===== src/rtl/vote_recorder.sv =====
// -----------------------------------------------------------------------------
// vote_recorder
//   Vote-capture front end of the EVM. The four raw candidate buttons are
//   synchronised through two flops and then debounced. The design accepts at
//   most one vote per press and keeps an 8-bit saturating tally for each
//   candidate.
//
//   Votes are accepted only when mode = 0 (voting mode). When mode = 1
//   (result mode) the tallies hold their values. A vote that has already
//   reached COMMIT still completes.
//
// Optional feature (macro VOTE_TOTAL_EN):
//   Adds the output total_votes, a 10-bit count of all accepted votes.
//   It increments together with valid_vote_casted.
//
// Ports
//   clock              in   system clock
//   reset              in   synchronous, active-high reset
//   mode               in   0 = voting, 1 = result
//   button1..button4   in   raw candidate buttons (async, active-high)
//   candidate1..4_vote out  8-bit per-candidate tallies
//   valid_vote_casted  out  one-cycle pulse per accepted vote
//   total_votes        out  10-bit accepted-vote total (VOTE_TOTAL_EN only)
// -----------------------------------------------------------------------------
module vote_recorder #(
  parameter int DEBOUNCE_CYCLES = 4,
  parameter int DB_CNT_W        = 20
) (
  input  logic       clock,
  input  logic       reset,
  input  logic       mode,
  input  logic       button1,
  input  logic       button2,
  input  logic       button3,
  input  logic       button4,
  output logic [7:0] candidate1_vote,
  output logic [7:0] candidate2_vote,
  output logic [7:0] candidate3_vote,
  output logic [7:0] candidate4_vote,
`ifdef VOTE_TOTAL_EN
  output logic [9:0] total_votes,
`endif
  output logic       valid_vote_casted
);

  localparam logic [DB_CNT_W-1:0] DB_LAST = DB_CNT_W'(DEBOUNCE_CYCLES - 1);

  typedef enum logic [1:0] {
    S_IDLE,
    S_DEBOUNCE,
    S_COMMIT,
    S_WAIT_RELEASE
  } state_t;

  state_t              r_state;
  state_t              w_next;

  logic [3:0]          r_sync1;
  logic [3:0]          r_sync2;
  logic [3:0]          w_btn;
  logic                w_single;
  logic                w_multi;
  logic [1:0]          w_btn_idx;

  logic [1:0]          r_cand_idx;
  logic [3:0]          w_cand_oh;
  logic [DB_CNT_W-1:0] r_cnt;
  logic                r_armed;

  logic [7:0]          r_tally [4];
  logic                r_pulse;

  logic                w_capture;
  logic                w_cnt_inc;
  logic                w_accept;
  logic [7:0]          w_sel_tally;

  // Two-flop synchroniser; everything downstream sees only w_btn.
  always_ff @(posedge clock) begin
    if (reset) begin
      r_sync1 <= '0;
      r_sync2 <= '0;
    end else begin
      r_sync1 <= {button4, button3, button2, button1};
      r_sync2 <= r_sync1;
    end
  end

  assign w_btn     = r_sync2;
  assign w_single  = (w_btn != 4'b0000) && ((w_btn & (w_btn - 4'd1)) == 4'b0000);
  assign w_multi   = (w_btn != 4'b0000) && !w_single;
  assign w_cand_oh = 4'b0001 << r_cand_idx;

  always_comb begin
    w_btn_idx = 2'd0;
    case (w_btn)
      4'b0010: w_btn_idx = 2'd1;
      4'b0100: w_btn_idx = 2'd2;
      4'b1000: w_btn_idx = 2'd3;
      default: w_btn_idx = 2'd0;
    endcase
  end

  // Multi-press lockout. Once two or more buttons are seen together, no new
  // vote may start until every button has been released. Without this,
  // letting go of one button of a pair would turn the other, still-held
  // button into a vote without a fresh press.
  always_ff @(posedge clock) begin
    if (reset) begin
      r_armed <= 1'b1;
    end else if (w_multi) begin
      r_armed <= 1'b0;
    end else if (w_btn == 4'b0000) begin
      r_armed <= 1'b1;
    end
  end

  // FSM state register
  always_ff @(posedge clock) begin
    if (reset) r_state <= S_IDLE;
    else       r_state <= w_next;
  end

  // FSM next-state logic
  always_comb begin
    w_next = r_state;
    case (r_state)
      S_IDLE: begin
        if (!mode && w_single && r_armed) w_next = S_DEBOUNCE;
      end
      S_DEBOUNCE: begin
        if (mode || (w_btn != w_cand_oh)) w_next = S_IDLE;
        else if (r_cnt == DB_LAST)        w_next = S_COMMIT;
      end
      S_COMMIT:       w_next = S_WAIT_RELEASE;
      S_WAIT_RELEASE: begin
        if (w_btn == 4'b0000) w_next = S_IDLE;
      end
      default:        w_next = S_IDLE;
    endcase
  end

  // FSM output logic. A commit for a candidate already at 255 is swallowed:
  // there is no increment and no pulse.
  always_comb begin
    w_capture   = (r_state == S_IDLE) && (w_next == S_DEBOUNCE);
    w_cnt_inc   = (r_state == S_DEBOUNCE) && (w_next == S_DEBOUNCE);
    w_sel_tally = r_tally[r_cand_idx];
    w_accept    = (r_state == S_COMMIT) && (w_sel_tally != 8'hFF);
  end

  always_ff @(posedge clock) begin
    if (reset) begin
      r_cnt      <= '0;
      r_cand_idx <= 2'd0;
    end else if (w_capture) begin
      r_cnt      <= '0;
      r_cand_idx <= w_btn_idx;
    end else if (w_cnt_inc) begin
      r_cnt      <= r_cnt + 1'b1;
    end
  end

  // Tally and pulse registers update on the same edge, so both become
  // visible in the same cycle.
  always_ff @(posedge clock) begin
    if (reset) begin
      for (int i = 0; i < 4; i++) r_tally[i] <= 8'd0;
      r_pulse <= 1'b0;
    end else begin
      r_pulse <= w_accept;
      if (w_accept) r_tally[r_cand_idx] <= w_sel_tally + 8'd1;
    end
  end

`ifdef VOTE_TOTAL_EN
  logic [9:0] r_total;

  always_ff @(posedge clock) begin
    if (reset)         r_total <= 10'd0;
    else if (w_accept) r_total <= r_total + 10'd1;
  end

  assign total_votes = r_total;
`endif

  assign candidate1_vote   = r_tally[0];
  assign candidate2_vote   = r_tally[1];
  assign candidate3_vote   = r_tally[2];
  assign candidate4_vote   = r_tally[3];
  assign valid_vote_casted = r_pulse;

endmodule


===== config.mk =====
export PLATFORM = sky130hd
export DESIGN_NAME = vote_recorder
export DESIGN_NICKNAME = d
export VERILOG_FILES = /design/src/rtl/vote_recorder.sv
export SDC_FILE = /design/constraint.sdc
export NUM_CORES = 1
export LEC_CHECK = 0
export CAP_MARGIN = 20
export CORE_MARGIN = 4
export CORE_UTILIZATION = 55
export DETAILED_ROUTE_END_ITERATION = 10
export MAX_ROUTING_LAYER = met4
export PLACE_DENSITY_LB_ADDON = 0.3
export SYNTH_ARGS = -nofsm -noshare
export SYNTH_HDL_FRONTEND = slang
export SYNTH_SLANG_ARGS = --single-unit

===== constraint.sdc =====
create_clock -name clock -period 2.6 [get_ports clock]
set_input_delay 0.26 -clock clock [delete_from_list [all_inputs] [get_ports clock]]
set_output_delay 0.26 -clock clock [all_outputs]
set_load 0.02 [all_outputs]

; Word level (Yosys, flattened, before mapping)
; Memory sizes are Yosys's and may differ from the RTL's. A register that Yosys moved wholly into a read port is not among the register bits.
; Cells that the tools add are included.
[classes]
add_sub_neg = 3
eq_ne = 10
shift = 1
mux = 18
n_bitwise = 1
reduce_logical = 17
[op_table]
columns = cell, n
row1 = $add 20x1->20 const B, 1
row2 = $eq 20x2->1 const B, 1
row3 = $mux 2, 7
row4 = $add 8x1->8 const B, 1
row5 = $logic_not 4->1, 2
row6 = $mux 1, 8
row7 = $mux 8, 1
row8 = $ne 8x8->1 const B, 1
row9 = $pmux 2 s4, 1
row10 = $reduce_or 8->1, 1
row11 = $logic_and 1x1->1, 7
row12 = $pmux 2 s3, 1
row13 = $and 4x4->4, 1
row14 = $eq 2x1->1 const B, 2
row15 = $eq 2x2->1 const B, 2
row16 = $eq 4x2->1 const B, 1
row17 = $eq 4x3->1 const B, 1
row18 = $eq 4x4->1 const B, 1
row19 = $ne 4x4->1, 1
row20 = $reduce_bool 4->1, 1
row21 = $shl 1x2->4 const A, 1
row22 = $sub 4x1->4 const B, 1
row23 = $logic_not 1->1, 2
row24 = $logic_not 2->1, 1
row25 = other kinds (3), 3
[word_totals]
register_bits = 34
ramBits = 32
input_bits = 7
out_inout_bits = 33
n_memories = 1
[memory_table]
columns = memory, depth, width, read_ports, rd_ports_with_merged_regs, wr, line
row1 = r_tally, 4, 8, 5, 1, 4, 70  ; logic [7:0] r_tally [4];

; Depth between registers and ports, before layout
; Gate-level depths: netlist of run 1.
[logic_depth]
word_depth = 12
ltp_mapped = 9
ltp_nobuf = 8

; Least setup slack after synthesis of run 1
; OpenSTA, ideal clock, no wires.
[synth_path]
path_kind = register to register
startpoint = register with a tool-made name
endpoint = memory r_tally[1][0] (enable)
setup_time_ns = 0.326
t_arrival_ns = 2.054
required_time_ns = 2.274
path_slack_ns = 0.221
path_stages_with_launch = 8
cell_sequence = dfxtp_1 > buf_4 > mux4_2 > ha_1 > and3_1 > nand2_1 > and3_1 > a21o_1
[synth_rtl]
columns = element, line
row1 = "end, declared", 70

==> results of run 1 <==
## worst min path at each step
| stage | end | from | cells after the start |
|---|---|---|---|
| floorplan | r_sync1[0] | button1 | 1 |
| global placement | r_sync2[2] | r_sync1[2] | 1 |
| detailed placement | r_sync2[1] | r_sync1[1] | 1 |
| CTS | r_sync2[1] | r_sync1[1] | 1 |
| global route | r_sync2[2] | r_sync1[2] | 1 |
| finish | r_sync2[2] | r_sync1[2] | 1 |
## sequential cells by signal, indices dropped and copies added (netlist names), named ones only
| name | count |
|---|---|
| r_sync2 | 4 |
| r_cnt | 20 |
| r_state | 2 |
| r_tally | 32 |
| r_armed | 1 |
| r_cand_idx | 2 |
| r_sync1 | 4 |
| valid_vote_casted | 1 |
## Yosys cell counts, drive strengths merged, types with 4 or more instances
cell and n:
a211oi 5, a21oi 22, and2 4, and3 6, buf 9, clkbuf 6
dfxtp 36, edfxtp 32, inv 9, mux4 8, nand2 25, nand3 13
nand3b 4, nand4 6, nor2 39, nor2b 10, nor3 6, nor4 5
o21ai 6, o31ai 5, or3 5, or4 6, xnor2 9
## through the flow
step	cells	instance area, um2
floorplan	311	3280
global placement	413	3740
detailed placement	413	3740
CTS	429	3960
global route	429	3970
finish	429	3970
## power groups by stage
stage                     clock network (uW)  logic, uW  registers (uW)
after floorplan                            0       84.8            1200
after global placement                     0        163            1190
after detailed placement                   0        166            1190
after CTS                                996        167            1170
after global routing                    1040        178            1170
final                                    982        166            1170
## worst max-delay path: stages, from the launching register on
cell     delay [ps]
dfxtp_1         360
buf_12          140
mux4_2          520
ha_1            230
and3_1          150
nand2_1         170
and3_1          270
a31o_2          310
## layer usage
layer	track usage, %	wire length (um)	up-vias
li1	-	-	1238
met1	25.4	2940	1218
met2	35.9	3600	120
met3	4.85	541	8
met4	8.06	72	0
met5	-	0	-
## cell type report
cell class	instances	area [um2]	share of cell area [%]
Tap cell	72	90.1	2.27
Clock buffer	10	138	3.47
Timing Repair Buffer	45	448	11.3
Inverter	9	33.8	0.851
Sequential cell	68	1680	42.4
Multi-Input combinational cell	219	1490	37.5
Clock inverter	6	87.6	2.21
## repair_timing
action                     in CTS  in global routing
setup endpoints to repair       0                 21
buffers inserted                0                  0
gates resized for setup         0                  3
## cell families (layout without fill, tap and decap cells)
family	Yosys count	after routing	synth area share, %
AND/OR/NAND/NOR	141	141	23.5
AO/OA/AOI/OAI	56	56	12.3
multiplexers	8	8	5.49
flip-flops	68	68	51.3
XOR/XNOR	12	12	3.21
buffers and inverters	24	70	3.43
adder cells (fa/ha/maj)	2	2	0.763
==> flow_summary_export.csv, run 1 <==
group,metric,value,unit
power_and_ir_drop,pwr_density_cell,583,nW/um2
power_and_ir_drop,vdd_drop_max,535,uV
worst_setup_path,start_kind,"flop",
clock_network,clock-sinks,68,
clock_network,cts.path.max_buffers,2,
grt,overflow,0,
grt,grt_pass1_vias,2467,
sta,setup_tns,0,ps
sta,hold_violations,0,
clock_network,clk_pin_slew_worst_paths,70,ps
die,start_util,58.1,%
grt,gr-usage-all-layers,21.5,%
die,dieWidth,85.2,um
clock_network,cts_tree,"yes",
clock_network,insertion_delay,350,ps
worst_setup_path,crit_path_end,"r_tally[3][2]",
die,core.rowCount,27,
yosys,yosysUniqueCellTypes,52,
drt,dr.pass1.iters,5,
drt,ant_nets,0,
sta,fin_hold_ws,439,ps
place,gp_congestion,0.904,
die,die_h,85.2,um
worst_setup_path,rr_worst_depth,7,
sta,rsz0062_at_grt,"false",
final_layout,drive_above_1_share,13.4,%
drt,vias_per_cell,6.02,
yosys,async_flop_share,0,%
yosys,syn_area_per_cell,10.5,um2
yosys,synthCells,311,
final_layout,antenna_cells,0,
yosys,netlist_area,3280,um2
power_and_ir_drop,intPower,1790,uW
place,dpl.hpwl,5260,um
yosys,synth_enable_flop_cells,32,
yosys,yosysTopAreaCellShare,29.3,%
sta,worst_slack,132,ps
worst_setup_path,path_max_fanout,8,
sta,slew_violations,0,
sta,period_share,94.9,%
power_and_ir_drop,swShare,22.9,%
final_layout,nets,361,
power_and_ir_drop,clockPowerShare,42.4,%
drt,drc,0,
die,ios,40,
sta,worstMarginPinSlew,619,ps
final_layout,final.fill_count,412,
worst_setup_path,cp-end-kind,"flop",
worst_setup_path,cp.arrival,2500,ps
yosys,synth_top_area_cell,"edfxtp_1",
run,cap_viol_max_count,0,
clock_network,hold_buffers,0,
power_and_ir_drop,leakagePower,0.00135,uW
final_layout,post-route-util,70.3,%
final_layout,synthToLayoutAreaGrowth,21.0,%
sta,clock_skew,15.3,ps
worst_setup_path,r2r-end,"r_tally[3][2]",
yosys,synthTopCellsByArea,"edfxtp_1 29%, dfxtp_1 22%, mux4_2 5.5%",
drt,num_vias,2584,
power_and_ir_drop,p_seq_share,50.4,%
yosys,synth_nets,320,
die,die_area,7260,um2
yosys,ys_seq_area_share,51.3,%
worst_setup_path,critical_path_class,"reg -> reg",
clock_network,clock-root-buffer,"clkbuf_8",
run_status,status,"finished clean",
yosys,synth-main-ff-cell,"dfxtp_1",
yosys,yosys_warnings,0,
worst_setup_path,rrSetupSlack,130,ps
grt,antenna_found_initial,0,
drt,drtIter0Drc,238,
power_and_ir_drop,switchingPower,529,uW
sta,fin_crit,2470,ps
place,portBuffers,39,
final_layout,layout_common_cells,"39 x nor2_1, 39 x clkdlybuf4s50_1, 36 x dfxtp_1",
clock_network,h-tree-depth,3,
grt,grt_pass1_wl,11900,um
grt,grt_max_degree,21,
sta,fmax,0.405,GHz
power_and_ir_drop,power.total,2310,uW
drt,drt_wl_total,7150,um
power_and_ir_drop,p_comb_share,7.2,%
place,dp_slack,105,ps
min_path,hold_path.class,"reg -> reg",
drt,wl_per_cell,16.7,um
sta,setup_violations,0,
yosys,ys_seq_elements,68,
sta,slew_headroom,58.4,%
worst_setup_path,crit_required,2630,ps
die,design.core.area,5640,um2
clock_network,cts-buffers-inserted,9,
Power figures use the tool's default switching activity.
==> run 2: changes to the inputs <==
--- a/config.mk
+++ b/config.mk
@@ -5,12 +5,14 @@
 export SDC_FILE = /design/constraint.sdc
 export NUM_CORES = 1
 export LEC_CHECK = 0
-export CAP_MARGIN = 20
+export CAP_MARGIN = 15
 export CORE_MARGIN = 4
 export CORE_UTILIZATION = 55
+export CTS_CLUSTER_SIZE = 16
 export DETAILED_ROUTE_END_ITERATION = 10
 export MAX_ROUTING_LAYER = met4
 export PLACE_DENSITY_LB_ADDON = 0.3
+export SKIP_LAST_GASP = 1
 export SYNTH_ARGS = -nofsm -noshare
 export SYNTH_HDL_FRONTEND = slang
 export SYNTH_SLANG_ARGS = --single-unit
==> results of run 2 <==
The final DEF is identical to that of run 1; final timing and power are the same.
==> run 3: changes to the inputs <==
--- a/config.mk
+++ b/config.mk
@@ -6,7 +6,7 @@
 export NUM_CORES = 1
 export LEC_CHECK = 0
 export CAP_MARGIN = 15
-export CORE_MARGIN = 4
+export CORE_MARGIN = 1
 export CORE_UTILIZATION = 55
 export CTS_CLUSTER_SIZE = 16
 export DETAILED_ROUTE_END_ITERATION = 10
@@ -16,3 +16,4 @@
 export SYNTH_ARGS = -nofsm -noshare
 export SYNTH_HDL_FRONTEND = slang
 export SYNTH_SLANG_ARGS = --single-unit
+export TNS_END_PERCENT = 1
==> run 3 against run 2 <==
Against the previous run: global-route usage up 3.9 points; via count up 0.93%; combinational power about the same; sequential share of layout area down 0.089 points; worst setup slack better by 27 ps; final area up 0.28%; core utilization up 0.20 points; non-clock buffer count up 1; critical path depth down 1; largest cell class unchanged; first-iteration DRC count down 3.8%.
==> flow_summary_export.csv, run 3 (synthesis gave the netlist of run 1 again) <==
group,metric,value,unit
run_status,status,"finished clean",
grt,overflow,0,
drt,wl_per_cell,16.3,um
run,cap_viol_max_count,0,
final_layout,layout_common_cells,"39 x nor2_1, 39 x clkdlybuf4s50_1, 35 x dfxtp_1",
final_layout,antenna_cells,0,
clock_network,clock-root-buffer,"clkbuf_8",
worst_setup_path,cp_slowest_cell,"mux4_2",
final_layout,synthToLayoutAreaGrowth,21.3,%
worst_setup_path,rrSetupSlack,160,ps
sta,setup_tns,0,ps
grt,grt_pass1_vias,2480,
place,portBuffers,39,
worst_setup_path,critical_path_class,"reg -> reg",
clock_network,cts_tree,"yes",
place,dpl.hpwl,5000,um
drt,drtIter0Drc,229,
drt,ant_nets,0,
place,dp.cells,414,
sta,slew_violations,0,
clock_network,clk_pin_slew_worst_paths,80,ps
drt,vias_per_cell,6.07,
die,dieWidth,79.2,um
final_layout,stdcell_count,430,
sta,fin_crit,2440,ps
die,start_util,58.1,%
grt,antenna_found_initial,0,
drt,num_vias,2608,
clock_network,insertion_delay,350,ps
min_path,hold_path.class,"reg -> reg",
sta,setup_violations,0,
final_layout,largest_register_ffs,32,
clock_network,cts-buffers-inserted,9,
worst_setup_path,slowest_delay,580,ps
die,die_h,79.2,um
clock_network,h-tree-depth,3,
power_and_ir_drop,pwr_density_cell,600,nW/um2
clock_network,cts_setup_buffers,0,
sta,clock_skew,12.5,ps
die,die_area,6280,um2
worst_setup_path,path_cells,"mux4_2, ha_1, and3_1, nand2_1, and3_1, a21o_1",
final_layout,regMostFlops,"r_tally",
die,design.core.area,5640,um2
worst_setup_path,cp-end-kind,"flop",
grt,grt_max_degree,21,
sta,fmax,0.410,GHz
clock_network,cts.path.max_buffers,2,
grt,gr-usage-all-layers,25.4,%
worst_setup_path,cp.arrival,2460,ps
drt,drt_wl_total,7030,um
worst_setup_path,crit_required,2620,ps
clock_network,hold_buffers,0,
sta,rsz0062_at_grt,"false",
power_and_ir_drop,vdd_drop_max,442,uV
final_layout,post-route-util,70.5,%
sta,slew_headroom,55.2,%
final_layout,top_regs,"r_tally: 32 flops, r_cnt: 20 flops",
clock_network,clock-sinks,68,
die,core.rowCount,27,
worst_setup_path,crit_path_frequent_cell,"and3_1",
drt,drc,0,
sta,hold_violations,0,
drt,dr.pass1.iters,5,
die,ios,40,
final_layout,nets,362,
worst_setup_path,path_max_fanout,8,
final_layout,drive_above_1_share,13.4,%
worst_setup_path,start_kind,"flop",
sta,worstMarginPinSlew,667,ps
sta,period_share,93.9,%
power_and_ir_drop,leakagePower,0.00135,uW
grt,grt_pass1_wl,11700,um
place,gp_congestion,0.879,
[run 3: cell type report]
cell class                 instances  area (um2)
multi-input combinational        219        1490
tap                               72        90.1
timing repair buffer              46         443
fill                             418        1660
sequential                        68        1680
inverter                           9        33.8
clock buffer                      10         128
clock inverter                     6         114
[run 3: where the power goes]
group	switching, uW	total [uW]	internal, uW
Sequential	23.9	1170	1140
Combinational	89.6	164	74.7
Clock	416	1050	639
[run 3: worst paths after layout]
path              startpoint             to  cells after the start
hold / removal    r_sync1[0]     r_sync2[0]                      1
setup reg to reg        flop  r_tally[2][4]                      6
setup / recovery        flop  r_tally[2][4]                      6
hold reg to reg   r_sync1[0]     r_sync2[0]                      1
[run 3: per-stage QoR]
step           total power [uW]  hold WS (ps)  worst slack [ps]  cell area [um2]
2_1_floorplan              1290           388               221             3280
3_3_place_gp               1350           418               153             3730
3_5_place_dp               1350           425              26.9             3730
4_1_cts                    2390           441             0.694             3980
5_1_grt                    2470           466              67.6             3980
6_report                   2390           437               159             3980
[run 3: timing repair]
item                                    4_1_cts  5_1_grt
resized for setup                             0        3
endpoints found under the setup margin        0       33
hold endpoints to repair                      0        0
[run 3: metal layers]
metal	wire (um)	global-route usage [%]	vias up
li1	-	-	1235
met1	3080	29.9	1268
met2	3520	42.7	86
met3	309	5.17	19
met4	125	10.2	0
met5	0	-	-
[run 3: critical path: cells and delay by family, from the launching register on]
kind / cells / cell delay (ps)
compound gates: 1 / 340
fa+ha+maj: 1 / 240
flops: 1 / 440
mux: 1 / 580
simple gates: 3 / 520
